## src/rtl/serial_sub_ctrl_pkg.sv

```systemverilog
// Shared types and helpers for the bit-serial subtraction controller.
package serial_sub_ctrl_pkg;

  typedef enum logic [1:0] {
    StIdle  = 2'd0,
    StShift = 2'd1,
    StDone  = 2'd2
  } state_t;

  // Bit-index counter width; never narrower than one bit.
  function automatic int unsigned cnt_width(input int unsigned width);
    return (width <= 2) ? 1 : $clog2(width);
  endfunction

endpackage

```

## src/rtl/serial_sub_ctrl_if.sv

```systemverilog
// Start/busy/done handshake plus operand and result bundle.
interface serial_sub_ctrl_if #(
  parameter int unsigned WIDTH = 8
);
  logic             start;
  logic [WIDTH-1:0] a;
  logic [WIDTH-1:0] b;
  logic             bin;
  logic             busy;
  logic             done;
  logic [WIDTH-1:0] diff;
  logic             borrow_out;
  logic             ovf;
  logic             zero;

  modport master (
    output start, a, b, bin,
    input  busy, done, diff, borrow_out, ovf, zero
  );

  modport slave (
    input  start, a, b, bin,
    output busy, done, diff, borrow_out, ovf, zero
  );
endinterface

```

## src/rtl/fs_using_hs.sv

```systemverilog
// Full-subtractor cell built from two half-subtractors: diff = a - b - c.
module fs_using_hs (
  input  logic a,
  input  logic b,
  input  logic c,
  output logic diff,
  output logic borrow
);
  logic d1, b1, b2;

  assign d1     = a ^ b;
  assign b1     = ~a & b;
  assign diff   = d1 ^ c;
  assign b2     = ~d1 & c;
  assign borrow = b1 | b2;
endmodule

```

## src/rtl/serial_sub_ctrl.sv

```systemverilog
// Bit-serial A - B - Bin controller: one shared full-subtractor, LSB first,
// WIDTH cycles per operation with registered result and flags.
module serial_sub_ctrl
  import serial_sub_ctrl_pkg::*;
#(
  parameter int unsigned WIDTH = 8
) (
  input logic               clk,
  input logic               rst_n,
  serial_sub_ctrl_if.slave  bus
);
  localparam int unsigned CNT_W = cnt_width(WIDTH);

  state_t           state_q;
  logic [WIDTH-1:0] a_sh_q, b_sh_q, d_sh_q, diff_q;
  logic [CNT_W-1:0] cnt_q;
  logic             brw_q, a_msb_q, b_msb_q;
  logic             busy_q, done_q, bo_q, ovf_q, zero_q;

  logic             d, bo;
  logic [WIDTH-1:0] d_sh_d;

  fs_using_hs u_cell (
    .a      (a_sh_q[0]),
    .b      (b_sh_q[0]),
    .c      (brw_q),
    .diff   (d),
    .borrow (bo)
  );

  // New bit enters at the MSB so the LSB-first stream lands in place.
  always_comb begin
    d_sh_d = (d_sh_q >> 1) | (WIDTH'(d) << (WIDTH - 1));
  end

  always_ff @(posedge clk or negedge rst_n) begin
    if (!rst_n) begin
      state_q <= StIdle;
      a_sh_q  <= '0;
      b_sh_q  <= '0;
      d_sh_q  <= '0;
      diff_q  <= '0;
      cnt_q   <= '0;
      brw_q   <= 1'b0;
      a_msb_q <= 1'b0;
      b_msb_q <= 1'b0;
      busy_q  <= 1'b0;
      done_q  <= 1'b0;
      bo_q    <= 1'b0;
      ovf_q   <= 1'b0;
      zero_q  <= 1'b0;
    end else begin
      unique case (state_q)
        StIdle: begin
          done_q <= 1'b0;
          if (bus.start) begin
            a_sh_q  <= bus.a;
            b_sh_q  <= bus.b;
            brw_q   <= bus.bin;
            cnt_q   <= '0;
            a_msb_q <= bus.a[WIDTH-1];
            b_msb_q <= bus.b[WIDTH-1];
            busy_q  <= 1'b1;
            state_q <= StShift;
          end
        end
        StShift: begin
          a_sh_q <= a_sh_q >> 1;
          b_sh_q <= b_sh_q >> 1;
          d_sh_q <= d_sh_d;
          brw_q  <= bo;
          cnt_q  <= cnt_q + 1'b1;
          if (cnt_q == CNT_W'(WIDTH - 1)) begin
            diff_q  <= d_sh_d;
            bo_q    <= bo;
            zero_q  <= (d_sh_d == '0);
            // d is the result MSB on this final cycle.
            ovf_q   <= (a_msb_q != b_msb_q) && (d != a_msb_q);
            busy_q  <= 1'b0;
            done_q  <= 1'b1;
            state_q <= StDone;
          end
        end
        StDone: begin
          done_q  <= 1'b0;
          state_q <= StIdle;
        end
        default: begin
          busy_q  <= 1'b0;
          done_q  <= 1'b0;
          state_q <= StIdle;
        end
      endcase
    end
  end

  assign bus.busy       = busy_q;
  assign bus.done       = done_q;
  assign bus.diff       = diff_q;
  assign bus.borrow_out = bo_q;
  assign bus.ovf        = ovf_q;
  assign bus.zero       = zero_q;

endmodule

```

## src/flat_wrapper.sv

```systemverilog
// flat-port wrapper written by rule: the top's interface ports become plain ports
module serial_sub_ctrl_flat import serial_sub_ctrl_pkg::*;
#(
  parameter int unsigned WIDTH = 8
)
  (clk, rst_n, bus_start, bus_a, bus_b, bus_bin, bus_busy, bus_done, bus_diff, bus_borrow_out, bus_ovf, bus_zero);
  serial_sub_ctrl_if #(.WIDTH(WIDTH)) bus_i ();
  input logic clk;
  input logic rst_n;
  input wire logic [$bits(bus_i.start)-1:0] bus_start;
  input wire logic [$bits(bus_i.a)-1:0] bus_a;
  input wire logic [$bits(bus_i.b)-1:0] bus_b;
  input wire logic [$bits(bus_i.bin)-1:0] bus_bin;
  output wire logic [$bits(bus_i.busy)-1:0] bus_busy;
  output wire logic [$bits(bus_i.done)-1:0] bus_done;
  output wire logic [$bits(bus_i.diff)-1:0] bus_diff;
  output wire logic [$bits(bus_i.borrow_out)-1:0] bus_borrow_out;
  output wire logic [$bits(bus_i.ovf)-1:0] bus_ovf;
  output wire logic [$bits(bus_i.zero)-1:0] bus_zero;
  assign bus_i.start = bus_start;
  assign bus_i.a = bus_a;
  assign bus_i.b = bus_b;
  assign bus_i.bin = bus_bin;
  assign bus_busy = bus_i.busy;
  assign bus_done = bus_i.done;
  assign bus_diff = bus_i.diff;
  assign bus_borrow_out = bus_i.borrow_out;
  assign bus_ovf = bus_i.ovf;
  assign bus_zero = bus_i.zero;
  serial_sub_ctrl #(.WIDTH(WIDTH)) u_core (.clk(clk), .rst_n(rst_n), .bus(bus_i));
endmodule
```

## config.mk

```make
export PLATFORM = sky130hd
export DESIGN_NAME = serial_sub_ctrl_flat
export DESIGN_NICKNAME = d
export VERILOG_FILES = /design/src/rtl/serial_sub_ctrl_pkg.sv /design/src/rtl/serial_sub_ctrl_if.sv /design/src/rtl/fs_using_hs.sv /design/src/rtl/serial_sub_ctrl.sv /design/src/flat_wrapper.sv
export SDC_FILE = /design/constraint.sdc
export NUM_CORES = 1
export LEC_CHECK = 0
export ABC_AREA = 1
export CAP_MARGIN = 20
export CORE_MARGIN = 2
export CORE_UTILIZATION = 54
export CTS_CLUSTER_DIAMETER = 200
export CTS_CLUSTER_SIZE = 25
export DETAILED_ROUTE_END_ITERATION = 7
export PLACE_DENSITY = 0.81
export SLEW_MARGIN = 25
export SYNTH_ARGS = -nofsm -noshare
export SYNTH_HDL_FRONTEND = slang
export SYNTH_SLANG_ARGS = --single-unit
```

## constraint.sdc

```tcl
create_clock -name clk -period 4.27 [get_ports clk]
set_clock_uncertainty 0.1 [all_clocks]
set_input_delay 1.281 -clock clk [delete_from_list [all_inputs] [get_ports clk]]
set_output_delay 1.281 -clock clk [all_outputs]
set_load 0.02 [all_outputs]
```

==> implementation parameters <==
Parameter                              Value

Synth
  Number of distinct standard cells referenced by the synthesized netlist ... 21
  Dominant register cell in the synthesized netlist ... sky130_fd_sc_hd__dfrtp_1
  Number of flops mapped to enable cells by yosys ... 0
  Warnings, synthesis ... 0
  Async set or reset register ratio after synthesis ... 100.0%
  Portion of synthesized cell area occupied by the leading cell type ... 55.03%
  Post-synthesis sequential element count ... 44
  Mapped Nets ... 255
  Most numerous cell in the Yosys netlist ... sky130_fd_sc_hd__nand2_1
  Commonest cells post-synth ... sky130_fd_sc_hd__nand2_1, sky130_fd_sc_hd__dfrtp_1, sky130_fd_sc_hd__nor2_1
  Syn avg cell area ... 8.624 µm²
  Cell type with the highest aggregate area in the netlist ... sky130_fd_sc_hd__dfrtp_1
  Ranking of synthesized cells by area ... sky130_fd_sc_hd__dfrtp_1, sky130_fd_sc_hd__nand2_1, sky130_fd_sc_hd__nor2_1, sky130_fd_sc_hd__nand3_1, sky130_fd_sc_hd__inv_1
  Fraction of the yosys area taken by sequential cells ... 55.03%
  Area of the mapped netlist ... 2001 µm²
  Post-Syn Instances ... 232

CTS
  Post CTS Setup Buffer Count ... 0
  Number of clock sinks seen by CTS ... 44
  Clock input transition at the sequential cells of the worst setup and hold paths ... 0.08 ns
  Post-CTS resize count ... 0
  CTS tree ... built
  CTS Hold Buffers Added ... 0
  H-tree depth ... 2
  Number of buffers added by the clock tree synthesis step ... 5
  Maximum buffer depth of the clock tree ... 2
  Root Buffer ... sky130_fd_sc_hd__clkbuf_8
  Clk Latency, worst-skew pair ... 0.29 ns

Layout
  Number of nets at the end of the flow ... 285
  Final design utilization ... 65.93%
  Sequential cell area ... 1101 µm²
  Number of non-filler instances in the completed layout ... 310
  Antenna diode count ... 0
  Count of filler cells inserted in the layout ... 306
  Area taken by multi-input logic gates ... 738.2 µm²
  Relative area change from synthesis to final layout ... 18.82%
  Layout cells sized above 1 ... 5.344%
  Finished layout cell area ... 2377 µm²

STA
  Hold violation total from the final report ... 0
  Slew HR ... 63.99%
  Setup violators final ... 0
  Total Neg Setup Slack ... 0 ns
  Final-layout worst hold slack ... 0.3799 ns
  Transition time at the pin with the least slew margin ... 0.5401 ns
  Max Clock Freq ... 380.1 MHz
  Min Clock Period, post-route ... 2.631 ns
  Post-route fraction of the period consumed by the critical path ... 61.62%
  RSZ-0062 raised after global routing ... no
  Number of pins exceeding their max-slew limit in the final report ... 0

Placed design
  Routability-driven placement congestion ratio ... 0.8198
  Placed wire-length estimate after detailed placement ... 2547 µm
  Cell area after placement ... 2297 µm²
  Cells after DPL ... 303
  Port bufs ... 32

Setup path
  Master of the slowest instance on the critical path ... sky130_fd_sc_hd__clkdlybuf4s50_1
  Launching element type of the critical path ... flop
  Worst-case register-to-register setup slack ... 2.62 ns
  CP Data Required Time ... 2.89 ns
  Critical path endpoint category ... output pin
  Critical Path Fanout Max ... 2
  Chain of cells forming the critical path ... clkdlybuf4s50_1
  Critical path start-end classification ... flop to output pin
  WP buf/inv ... 1
  Slowest stage delay, CP ... 0.60 ns
  Largest delay share family, worst path ... buffers and inverters
  CP Data Arrival Time ... 1.25 ns

Routing
  Number of optimization iterations in the first detailed-route pass ... 4
  Iteration-0 DRC Markers ... 164
  Routed WL per cell ... 11.85 µm
  DR vias ... 1563
  Count of nets left with antenna violations after detail routing ... 0
  Routed vias/inst ... 5.042
  Routed Wire Length ... 3672 µm
  Post-route DRC violation count ... 0

Power
  Power density of the placed cells ... 719.2 nW/µm²
  IR drop worst, VDD ... 348.7 µV
  Leak pwr ... 1.195 nW

Global routing
  All-Layer GR Usage ... 19.98%
  Number of global-route vias before repair ... 1461
  Pin count of the biggest net entering global routing ... 45
  First-pass GRT wire length ... 6472 µm
  Global route overflow ... 0
  Initial antenna violation count ... 0

Die
  Die span in x ... 64.87 µm
  Core footprint ... 3606 µm²
  Number of rows in the core area ... 22
  Die Area ... 4208 µm²
  Number of top-level design ports ... 33
  Die Y ... 64.87 µm
  Starting density of the core ... 55.48%

Status
  Status ... completed

Worst hold path
  Min-delay worst type ... flop to flop

Run
  MaxCap Viol Count ... 0
[where the power goes]
group / total [mW] / internal, mW / switching, mW
Clock: 0.241 / 0.111 / 0.130
Sequential: 0.732 / 0.609 / 0.123
Combinational: 0.737 / 0.298 / 0.438
[flip-flops by register name, summed over array words and instances, names as in the netlist, 2 cells and up]
register         count
u_core.cnt_q         3
u_core.a_sh_q        8
u_core.bus.diff      8
u_core.state_q       2
u_core.d_sh_q        7
u_core.b_sh_q        8
[stage by stage]
step | power (mW) | setup WS, ns
after floorplan | 1.272 | 2.181
after global placement | 1.455 | 1.432
after detailed placement | 1.481 | 1.408
after CTS | 1.727 | 1.625
after global routing | 1.872 | 1.556
final | 1.710 | 1.639
[cell type report]
class                      count  area share [%]
multi-input combinational    157           31.05
sequential                    44           46.32
clock buffer                   6           3.053
clock inverter                 1          0.2105
inverter                      22           3.474
tap                           48           2.526
timing repair buffer          32           13.37
[routing by layer]
layer  GRT usage (%)  vias up  part of all wire (%)
li1                -      784                     -
met1           26.61      722                    47
met2           32.09       52                    46
met3           5.903        5                   5.7
met4           5.053        0                   1.1
met5               0        -                     0
[cell usage in the layout, fill, tap and decap left out, drive strengths merged]
master,synthesis,final
nand3b,8,8
o21ai,20,20
dfrtp,44,44
nand3,19,19
clkbuf,0,6
nor2,26,26
nand2,77,77
clkinv,0,1
fa,1,1
clkdlybuf4s50,0,31
a21oi,2,2
buf,9,1
ha,2,2
or2,1,1
inv,22,22
o21bai,1,1
[final timing paths]
| kind | from | endpoint | cells after the start |
|---|---|---|---|
| max reg2reg | u_core.state_q[0] | u_core.a_sh_q[5] | 5 |
| max | u_core.bus.diff[3] | bus_diff[3] | 1 |
| max in group asynchronous | rst_n | u_core.b_sh_q[2] | 1 |
| min in group asynchronous | rst_n | u_core.a_msb_q | 1 |
| min | u_core.bus.zero | u_core.bus.zero | 2 |
| min reg2reg | u_core.bus.zero | u_core.bus.zero | 2 |
[cells by family (layout without fill, tap and decap cells)]
| group | after synthesis | after routing | synth area share (%) |
|---|---|---|---|
| adders and majority gates | 3 | 3 | 2.251 |
| and+or+nand+nor | 131 | 131 | 28.77 |
| buffers and inverters | 31 | 61 | 8.067 |
| AOI/OAI and AO/OA | 23 | 23 | 5.879 |
| DFF | 44 | 44 | 55.03 |
(Power assumes the default switching activity.)
